$ cat src/rtl/axis_decim_pkg.sv
// Shared widths, decimation mode encoding and the saturating shift used by AVERAGE lanes.
// Pure definitions: no latency, no flow control.
package axis_decim_pkg;

    localparam int DATA_WIDTH = 12;
    localparam int NUM_CH     = 2;
    localparam int MAX_RATIO  = 256;
    localparam int RATIO_W    = $clog2(MAX_RATIO + 1);
    localparam int ACC_W      = DATA_WIDTH + $clog2(MAX_RATIO);

    typedef enum logic [1:0] {
        PICK    = 2'd0,
        AVERAGE = 2'd1,
        PEAK    = 2'd2
    } decim_mode_t;

    localparam logic [ACC_W-1:0] SAT_MAX = {{(ACC_W-DATA_WIDTH){1'b0}}, {DATA_WIDTH{1'b1}}};

    function automatic logic [DATA_WIDTH-1:0] sat_shift(input logic [ACC_W-1:0] acc,
                                                        input logic [3:0]       shift);
        logic [ACC_W-1:0] shifted;
        shifted = acc >> shift;
        if (shifted > SAT_MAX) begin
            return {DATA_WIDTH{1'b1}};
        end else begin
            return shifted[DATA_WIDTH-1:0];
        end
    endfunction

endpackage

$ cat src/rtl/decim_lane.sv
// One channel of the decimator: running sum / peak register plus the group result mux.
// Result is combinational from the current sample; no local backpressure (top decides acceptance).
module decim_lane
    import axis_decim_pkg::*;
(
    input  logic                  clk,
    input  logic                  reset_n,
    input  logic                  clear,
    input  logic                  smp_vld,
    input  logic                  first,
    input  decim_mode_t           mode,
    input  logic [3:0]            shift,
    input  logic [DATA_WIDTH-1:0] smp_dat,
    output logic [DATA_WIDTH-1:0] res_dat
);

    logic [ACC_W-1:0] acc_q;
    logic [ACC_W-1:0] acc_d;
    logic [ACC_W-1:0] smp_ext;
    logic [ACC_W-1:0] grp;

    // grp is the group value including the current sample; the first sample of a group reloads.
    always_comb begin
        smp_ext = ACC_W'(smp_dat);
        case (mode)
            AVERAGE: grp = first ? smp_ext : acc_q + smp_ext;
            PEAK:    grp = (first || (smp_ext > acc_q)) ? smp_ext : acc_q;
            default: grp = smp_ext;
        endcase

        acc_d = acc_q;
        if (clear) begin
            acc_d = '0;
        end else if (smp_vld) begin
            acc_d = grp;
        end

        if (mode == AVERAGE) begin
            res_dat = sat_shift(grp, shift);
        end else begin
            res_dat = grp[DATA_WIDTH-1:0];
        end
    end

    always_ff @(posedge clk) begin
        if (!reset_n) begin
            acc_q <= '0;
        end else begin
            acc_q <= acc_d;
        end
    end

endmodule

$ cat src/rtl/axis_decimator.sv
// Multi-channel PICK/AVERAGE/PEAK decimator feeding an AXI-Stream master; result 1 cycle after last sample.
// Source cannot stall: a result completing while the output is stalled is dropped and overrun is set.
module axis_decimator
    import axis_decim_pkg::*;
(
    input  logic                         clk,
    input  logic                         reset_n,
    input  logic [RATIO_W-1:0]           cfg_ratio,
    input  logic [1:0]                   cfg_mode,
    input  logic [3:0]                   cfg_shift,
    input  logic                         cfg_load,
    input  logic                         s_valid,
    input  logic [NUM_CH*DATA_WIDTH-1:0] s_data,
    output logic [NUM_CH*DATA_WIDTH-1:0] m_axis_tdata,
    output logic                         m_axis_tvalid,
    input  logic                         m_axis_tready,
    output logic                         overrun
);

    logic [RATIO_W-1:0]           ratio_q, ratio_d;
    logic [RATIO_W-1:0]           cnt_q, cnt_d;
    decim_mode_t                  mode_q, mode_d;
    logic [3:0]                   shift_q, shift_d;
    logic [NUM_CH*DATA_WIDTH-1:0] tdata_q, tdata_d;
    logic                         tvalid_q, tvalid_d;
    logic                         overrun_q, overrun_d;
    logic [NUM_CH*DATA_WIDTH-1:0] res_dat;
    logic                         smp_vld;
    logic                         first;
    logic                         last;
    logic                         complete;
    logic                         accept;

    function automatic logic [RATIO_W-1:0] clamp_ratio(input logic [RATIO_W-1:0] r);
        if (r == '0) begin
            return RATIO_W'(1);
        end else if (r > RATIO_W'(MAX_RATIO)) begin
            return RATIO_W'(MAX_RATIO);
        end else begin
            return r;
        end
    endfunction

    // A sample arriving with cfg_load belongs to no group and is dropped.
    assign smp_vld  = s_valid & ~cfg_load;
    assign first    = (cnt_q == '0);
    assign last     = (cnt_q == ratio_q - RATIO_W'(1));
    assign complete = smp_vld & last;
    assign accept   = complete & (~tvalid_q | m_axis_tready);

    for (genvar k = 0; k < NUM_CH; k++) begin : g_lane
        decim_lane u_lane (
            .clk     (clk),
            .reset_n (reset_n),
            .clear   (cfg_load),
            .smp_vld (smp_vld),
            .first   (first),
            .mode    (mode_q),
            .shift   (shift_q),
            .smp_dat (s_data[k*DATA_WIDTH +: DATA_WIDTH]),
            .res_dat (res_dat[k*DATA_WIDTH +: DATA_WIDTH])
        );
    end

    always_comb begin
        ratio_d   = ratio_q;
        mode_d    = mode_q;
        shift_d   = shift_q;
        cnt_d     = cnt_q;
        tdata_d   = tdata_q;
        tvalid_d  = tvalid_q;
        overrun_d = overrun_q;

        if (cfg_load) begin
            ratio_d   = clamp_ratio(cfg_ratio);
            mode_d    = (cfg_mode == 2'd3) ? PICK : decim_mode_t'(cfg_mode);
            shift_d   = cfg_shift;
            cnt_d     = '0;
            overrun_d = 1'b0;
        end else if (smp_vld) begin
            cnt_d = last ? '0 : cnt_q + RATIO_W'(1);
        end

        // The pending beat survives cfg_load; only a handshake or a newer result replaces it.
        if (accept) begin
            tdata_d  = res_dat;
            tvalid_d = 1'b1;
        end else if (tvalid_q && m_axis_tready) begin
            tvalid_d = 1'b0;
        end

        if (complete && tvalid_q && !m_axis_tready) begin
            overrun_d = 1'b1;
        end
    end

    always_ff @(posedge clk) begin
        if (!reset_n) begin
            ratio_q   <= RATIO_W'(1);
            mode_q    <= PICK;
            shift_q   <= '0;
            cnt_q     <= '0;
            tdata_q   <= '0;
            tvalid_q  <= 1'b0;
            overrun_q <= 1'b0;
        end else begin
            ratio_q   <= ratio_d;
            mode_q    <= mode_d;
            shift_q   <= shift_d;
            cnt_q     <= cnt_d;
            tdata_q   <= tdata_d;
            tvalid_q  <= tvalid_d;
            overrun_q <= overrun_d;
        end
    end

    assign m_axis_tdata  = tdata_q;
    assign m_axis_tvalid = tvalid_q;
    assign overrun       = overrun_q;

endmodule

$ cat config.mk
export PLATFORM = sky130hd
export DESIGN_NAME = axis_decimator
export DESIGN_NICKNAME = d
export VERILOG_FILES = /design/src/rtl/axis_decim_pkg.sv /design/src/rtl/decim_lane.sv /design/src/rtl/axis_decimator.sv
export SDC_FILE = /design/constraint.sdc
export NUM_CORES = 1
export LEC_CHECK = 0
export CAP_MARGIN = 5
export CORE_ASPECT_RATIO = 1.1
export CORE_MARGIN = 2
export CORE_UTILIZATION = 45
export DETAILED_ROUTE_END_ITERATION = 6
export GPL_ROUTABILITY_DRIVEN = 0
export SYNTH_ARGS = -nofsm -noshare
export SYNTH_HDL_FRONTEND = slang
export SYNTH_SLANG_ARGS = --single-unit
export TNS_END_PERCENT = 20
$ cat constraint.sdc
create_clock -name clk -period 8.65 [get_ports clk]
set_input_delay 1.73 -clock clk [delete_from_list [all_inputs] [get_ports clk]]
set_output_delay 1.73 -clock clk [all_outputs]
set_load 0.02 [all_outputs]
==> impl_metrics.yaml, run 1 <==
status:
  outcome: "complete, no violations"
synth:
  synth_edf_count: 0
  ys_warn_count: 0
  synth_common_cells: "nor2_1 (154), nand2_1 (111), a21oi_1 (90), dfxtp_1 (90), clkbuf_1 (81)"
  synth.top_cell.area_share: 0.192
  yosysTopAreaCell: "dfxtp_1"
  syn-cell-area_um2: 9390
  synthArstFlopShare: 0
  synthCells: 1299
  seq_area_frac_synth: 0.192
  synth-seq-cells: 90
  ys.flop_type: "dfxtp_1"
  ys_types: 90
  synthTopCellsByArea: "dfxtp_1 (19%), ha_1 (7.1%), nor2_1 (6.2%)"
  syn_avg_cell_area_um2: 7.23
  syn-num-nets: 1398
  yosysMostFrequentCell: "nor2_1"
detailed_routing:
  drtPass1Iterations: 6
  drc: 0
  viasPerCell: 6.46
  antenna_left: 0
  drtIter0Drc: 1042
  wire_per_inst_um: 21.2
  drt-total-wl_um: 33300
  vias: 10200
critical_path:
  rr_startpoint: "mode_q[1]"
  cp.depth: 14
  arrival_ns: 6.32
  start_kind: "input port"
  regToRegSetupSlack_ns: 3.75
  crit_buf_inv: 1
  reg2reg_depth: 14
  cp.required_ns: 8.91
  endpoint: "m_axis_tdata[0]"
  critPathMaxFanout: 10
  crit_slowest_cell: "nor3_2"
  cp_cell_sequence: "clkdlybuf4s50_1 -> ha_1 -> nor2b_1 -> o311ai_1 -> a21oi_1 -> o21ai_2 -> nor3_1 -> mux2_2 -> a2111o_1 -> a221oi_2 -> o211ai_1 -> nor3_2 -> o2111ai_1 -> a22o_1"
  r2r-end: "m_axis_tdata[0]"
  cp_top_family: "compound AO/OA/AOI/OAI gates"
  critPathCaptureType: "flip-flop"
  slowest_delay_ns: 0.64
  critical_path.startpoint: "s_data[1]"
  crit_type: "input port to flip-flop"
clock_network:
  clk_root_buffer_cell: "clkbuf_16"
  cts_tree: "done"
  path_clk_slew_ns: 0.08
  cts_hold_buf: 0
  clk_latency_ns: 0.37
  clockBufferDepth: 2
  post_cts_buffers: 0
  numCtsBuffers: 9
  cts-resized-gates: 0
  clock_sinks: 90
  htree_levels: 3
sta:
  finalSetupViolCount: 0
  fin_crit_sh: 0.700
  hold_viol: 0
  fin_setup_tns_ns: 0
  rsz0062_at_grt: "no"
  min_period_ns: 6.06
  relSlewSlack: 0.0563
  hold-worst-slack_ns: 0.437
  skew_ns: 0.0123
  worstMarginPinSlew_ns: 1.42
  fmax_mhz: 165
  final_max_slew_viol_count: 0
power:
  vdd_drop_max_mv: 0.0887
  power.density_nw_per_um2: 117
  fin_total_pwr_mw: 1.24
  total_leakage_power_nw: 3.94
grt:
  grt_pass1_vias: 9529
  grtUsageTotal: 0.302
  grt_max_degree: 60
  grt_pass1_wl_um: 52800
  overflow: 0
  grt_antenna_before_repair: 0
die:
  dieArea_um2: 22000
  core_area_um2: 20500
  num_rows: 55
  ios: 70
  initial_core_util: 0.458
  dieWidth_um: 142
  die_h_um: 155
cells_and_area:
  fin_area_um2: 10500
  n_fill_cell: 2071
  drive_above_1_share: 0.0662
  fin_nets: 1408
  syn_to_final_growth_pct: 12.1
  final_cells: 1570
  insertedDiodeCount: 0
worst_hold_path:
  hold_path_class: "flip-flop to flip-flop"
run:
  drv_cap: 0
placed_design:
  placedCellCount: 1554
  dp_hpwl_um: 24200
  io_buffer_count: 69
  dpl_cell_area_um2: 10200
[registers in the layout (all words and copies together), names as in the netlist]
signal and cells:
cnt_q 9, m_axis_tvalid 1, overrun 1, shift_q 4, g_lane.u_lane.acc_q 40, m_axis_tdata 24
mode_q 2, ratio_q 9
[how the worst min path moves through the flow]
stage / startpoint / end / slack [ns] / cells after the start
after CTS: m_axis_tdata[22] / m_axis_tdata[22] / 0.44 / 2
final: m_axis_tdata[22] / m_axis_tdata[22] / 0.44 / 2
after detailed placement: m_axis_tdata[22] / m_axis_tdata[22] / 0.43 / 2
after global routing: m_axis_tdata[22] / m_axis_tdata[22] / 0.46 / 2
after global placement: m_axis_tdata[22] / m_axis_tdata[22] / 0.43 / 2
after floorplan: ratio_q[6] / ratio_q[6] / 0.48 / 2
[cells in the final DEF, fill, tap and decap left out, types with 8 or more instances in the layout]
cell type,count
nand3_1,31
o21ai_0,59
a221oi_1,16
a31oi_1,14
o221ai_1,9
a21oi_1,90
clkdlybuf4s50_1,68
a222oi_1,8
o31ai_1,17
or3_1,9
a21boi_0,9
nand2_1,111
mux2i_1,38
o22ai_1,18
nor4_1,15
nor2_1,153
a22oi_1,11
a221o_1,8
dfxtp_1,90
nand4_1,24
a211oi_1,42
buf_4,30
clkbuf_16,9
nor3_1,29
xor2_1,14
o211ai_1,26
and3_1,12
and2_1,26
nor2b_1,22
a22o_1,11
inv_1,63
xnor2_1,28
a21o_1,8
nand2b_1,15
ha_1,53
mux2_2,9
[stage by stage]
step,worst slack [ns],util
global route,2.44,0.513
detailed placement,2.32,0.498
floorplan,3.56,-
CTS,2.70,0.513
finish,2.59,0.513
global placement,2.28,0.498
[metal layers]
metal | up-vias | wire length (um) | track usage
met5 | - | 0 | 0
met4 | 0 | 1580 | 0.143
met2 | 438 | 15900 | 0.510
li1 | 4845 | - | -
met3 | 85 | 2300 | 0.0332
met1 | 4782 | 13600 | 0.385
[worst register-to-register path: cells and delay by family (launching register included)]
kind,cells,cell delay [ns]
adder cells (fa/ha/maj),1,0.17
AO/OA/AOI/OAI,7,1.84
flip-flops,1,0.33
AND/OR/NAND/NOR,2,1.18
buffers and inverters,4,1.28
[area by class of cell]
type	count	area [um2]	share of cell area
clock buffers	9	225	0.0214
clock inverters	7	83.8	0.00797
inverters	64	240	0.0228
multi-input cells	1045	6940	0.660
flip-flops and latches	90	1800	0.171
well taps	256	320	0.0304
repair buffers	99	911	0.0866
[kinds of logic (layout without fill, tap and decap cells)]
group           Yosys count  count (layout)  synth area share
buf+inv                 164             179            0.0689
mux                      50              50            0.0585
flops                    90              90             0.192
compound gates          424             424             0.322
fa+ha+maj                55              55            0.0749
simple gates            474             474             0.244
xor+xnor                 42              42            0.0392
[power breakdown]
group | internal, mW | switching (mW) | total (mW)
Clock | 0.207 | 0.215 | 0.422
Sequential | 0.427 | 0.0140 | 0.441
Combinational | 0.141 | 0.231 | 0.372
No activity file was read; power rests on OpenSTA's default activity.
==> run 2: changes to the inputs <==
--- a/config.mk
+++ b/config.mk
@@ -11,6 +11,7 @@
 export CORE_UTILIZATION = 45
 export DETAILED_ROUTE_END_ITERATION = 6
 export GPL_ROUTABILITY_DRIVEN = 0
+export PLACE_DENSITY = 0.66
 export SYNTH_ARGS = -nofsm -noshare
 export SYNTH_HDL_FRONTEND = slang
 export SYNTH_SLANG_ARGS = --single-unit
==> constraint.sdc (replaced) <==
create_clock -name clk -period 5 [get_ports clk]
set_input_delay 1 -clock clk [delete_from_list [all_inputs] [get_ports clk]]
set_output_delay 1 -clock clk [all_outputs]
set_load 0.02 [all_outputs]
==> impl_metrics.yaml, run 2 (same netlist as run 1, synthesis figures left out) <==
grt:
  grt_max_degree: 59
  overflow: 0
  grt_pass1_wl_um: 52700
  grtUsageTotal: 0.299
  grt_antenna_before_repair: 0
  grt_pass1_vias: 9757
die:
  ios: 70
  dieArea_um2: 22000
  die_h_um: 155
  initial_core_util: 0.458
  num_rows: 55
  core_area_um2: 20500
  dieWidth_um: 142
power:
  power.density_nw_per_um2: 196
  vdd_drop_max_mv: 0.198
  fin_total_pwr_mw: 2.19
  total_leakage_power_nw: 4.35
sta:
  final_max_slew_viol_count: 0
  rsz0062_at_grt: "no"
  setup_slack_ns: 0.258
  fmax_mhz: 211
  finalSetupViolCount: 0
  fin_crit_sh: 0.948
  min_period_ns: 4.74
  hold_viol: 0
  relSlewSlack: 0.173
  worstMarginPinSlew_ns: 1.23
  skew_ns: 0.0127
clock_network:
  post_cts_buffers: 0
  cts_tree: "done"
  clockBufferDepth: 2
  clk_root_buffer_cell: "clkbuf_16"
  clock_sinks: 90
  numCtsBuffers: 9
  clk_latency_ns: 0.37
  htree_levels: 3
  path_clk_slew_ns: 0.07
cells_and_area:
  drive_above_1_share: 0.126
  insertedDiodeCount: 0
  fin_nets: 1497
  layout_common_cells: "nor2_1 (153), buf_4 (119), nand2_1 (111)"
  syn_to_final_growth_pct: 19.3
  regMostFlops: "g_lane.u_lane.acc_q"
  largest_reg_flops: 40
  final_cells: 1659
  final_common_cell: "nor2_1"
  n_fill_cell: 2001
placed_design:
  dp_hpwl_um: 24700
  pre_cts_ws_ns: -0.0428
  io_buffer_count: 69
  placedCellCount: 1643
critical_path:
  start_kind: "input port"
  cp.required_ns: 5.26
  critPathCaptureType: "flip-flop"
  crit_type: "input port to flip-flop"
  arrival_ns: 5.00
  critPathMaxFanout: 5
detailed_routing:
  drc: 0
  drtPass1Iterations: 7
  viasPerCell: 6.41
  antenna_left: 0
  drt-total-wl_um: 33200
  vias: 10600
  wire_per_inst_um: 20.0
  drtIter0Drc: 1478
run:
  drv_cap: 0
worst_hold_path:
  hold_path_class: "flip-flop to flip-flop"
status:
  outcome: "complete, no violations"
run 2: changes by cell type in the layout (fill, tap and decap cells not counted):
cell      previous run  this run
o31ai_1             17        16
o31ai_2              1         2
o21ai_1              4         5
buf_4               30       119
clkinv_4             2         3
clkinv_8             2         3
o21ai_0             59        58
inv_8                3         1
run 2: report_power, final:
part	internal, mW	switching (mW)	leakage, nW	total (mW)
clock	0.357	0.368	0.150	0.725
combinational	0.298	0.407	3.47	0.705
sequential	0.738	0.0260	0.731	0.765
total	1.39	0.801	4.35	2.19
run 2: what timing repair did:
item	CTS	global route
hold buffers	0	0
resized for setup	0	2
hold endpoints to repair	0	0
endpoints found under the setup margin	0	1
run 2: worst paths after layout:
path	startpoint	to	slack, ns	cells past startpoint
worst max-delay path	s_data[22]	m_axis_tdata[12]	0.26	15
worst min-delay path	m_axis_tdata[22]	m_axis_tdata[22]	0.44	2
worst max register to register	mode_q[0]	m_axis_tdata[3]	0.54	12
worst min register to register	m_axis_tdata[22]	m_axis_tdata[22]	0.44	2
run 2: layout make-up:
cell class              count  area (um2)  share of cell area
multi-input cells        1045        6950               0.620
flip-flops and latches     90        1800               0.161
repair buffers            188        1580               0.141
well taps                 256         320              0.0286
inverters                  64         240              0.0215
clock buffers               9         225              0.0201
clock inverters             7        86.3             0.00771
run 2: worst max-delay path, stage by stage:
cell	delay (ns)
clkdlybuf4s50_1	0.43
ha_1	0.35
nor3_1	0.33
nand2_1	0.12
a211oi_1	0.67
nor3_1	0.17
buf_4	0.20
xnor2_1	0.11
a221o_1	0.37
mux2_2	0.28
nor3_1	0.20
buf_4	0.17
o221ai_2	0.10
a211o_1	0.24
a32o_1	0.25
run 2: stage by stage:
step	util	cell area (um2)	hold WS (ns)	setup TNS, ns
after detailed placement	0.531	10900	0.432	-0.0572
after global routing	0.546	11200	0.490	0
after global placement	0.531	10900	0.428	0
final	0.546	11200	0.439	0
after floorplan	-	9390	0.476	0
after CTS	0.546	11200	0.444	0
run 2: routing by layer:
layer / global-route usage / routed length [um] / up-vias
met5: 0 / 0 / -
met2: 0.483 / 15300 / 556
met4: 0.150 / 1600 / 0
li1: - / - / 5041
met3: 0.0342 / 2600 / 101
met1: 0.394 / 13800 / 4934
==> run 3: changes to the inputs <==
--- a/config.mk
+++ b/config.mk
@@ -9,6 +9,7 @@
 export CORE_ASPECT_RATIO = 1.1
 export CORE_MARGIN = 2
 export CORE_UTILIZATION = 45
+export CTS_CLUSTER_DIAMETER = 200
 export DETAILED_ROUTE_END_ITERATION = 6
 export GPL_ROUTABILITY_DRIVEN = 0
 export PLACE_DENSITY = 0.66
==> results of run 3 <==
Same layout as run 2: the final DEF is identical, and so are final timing and power.
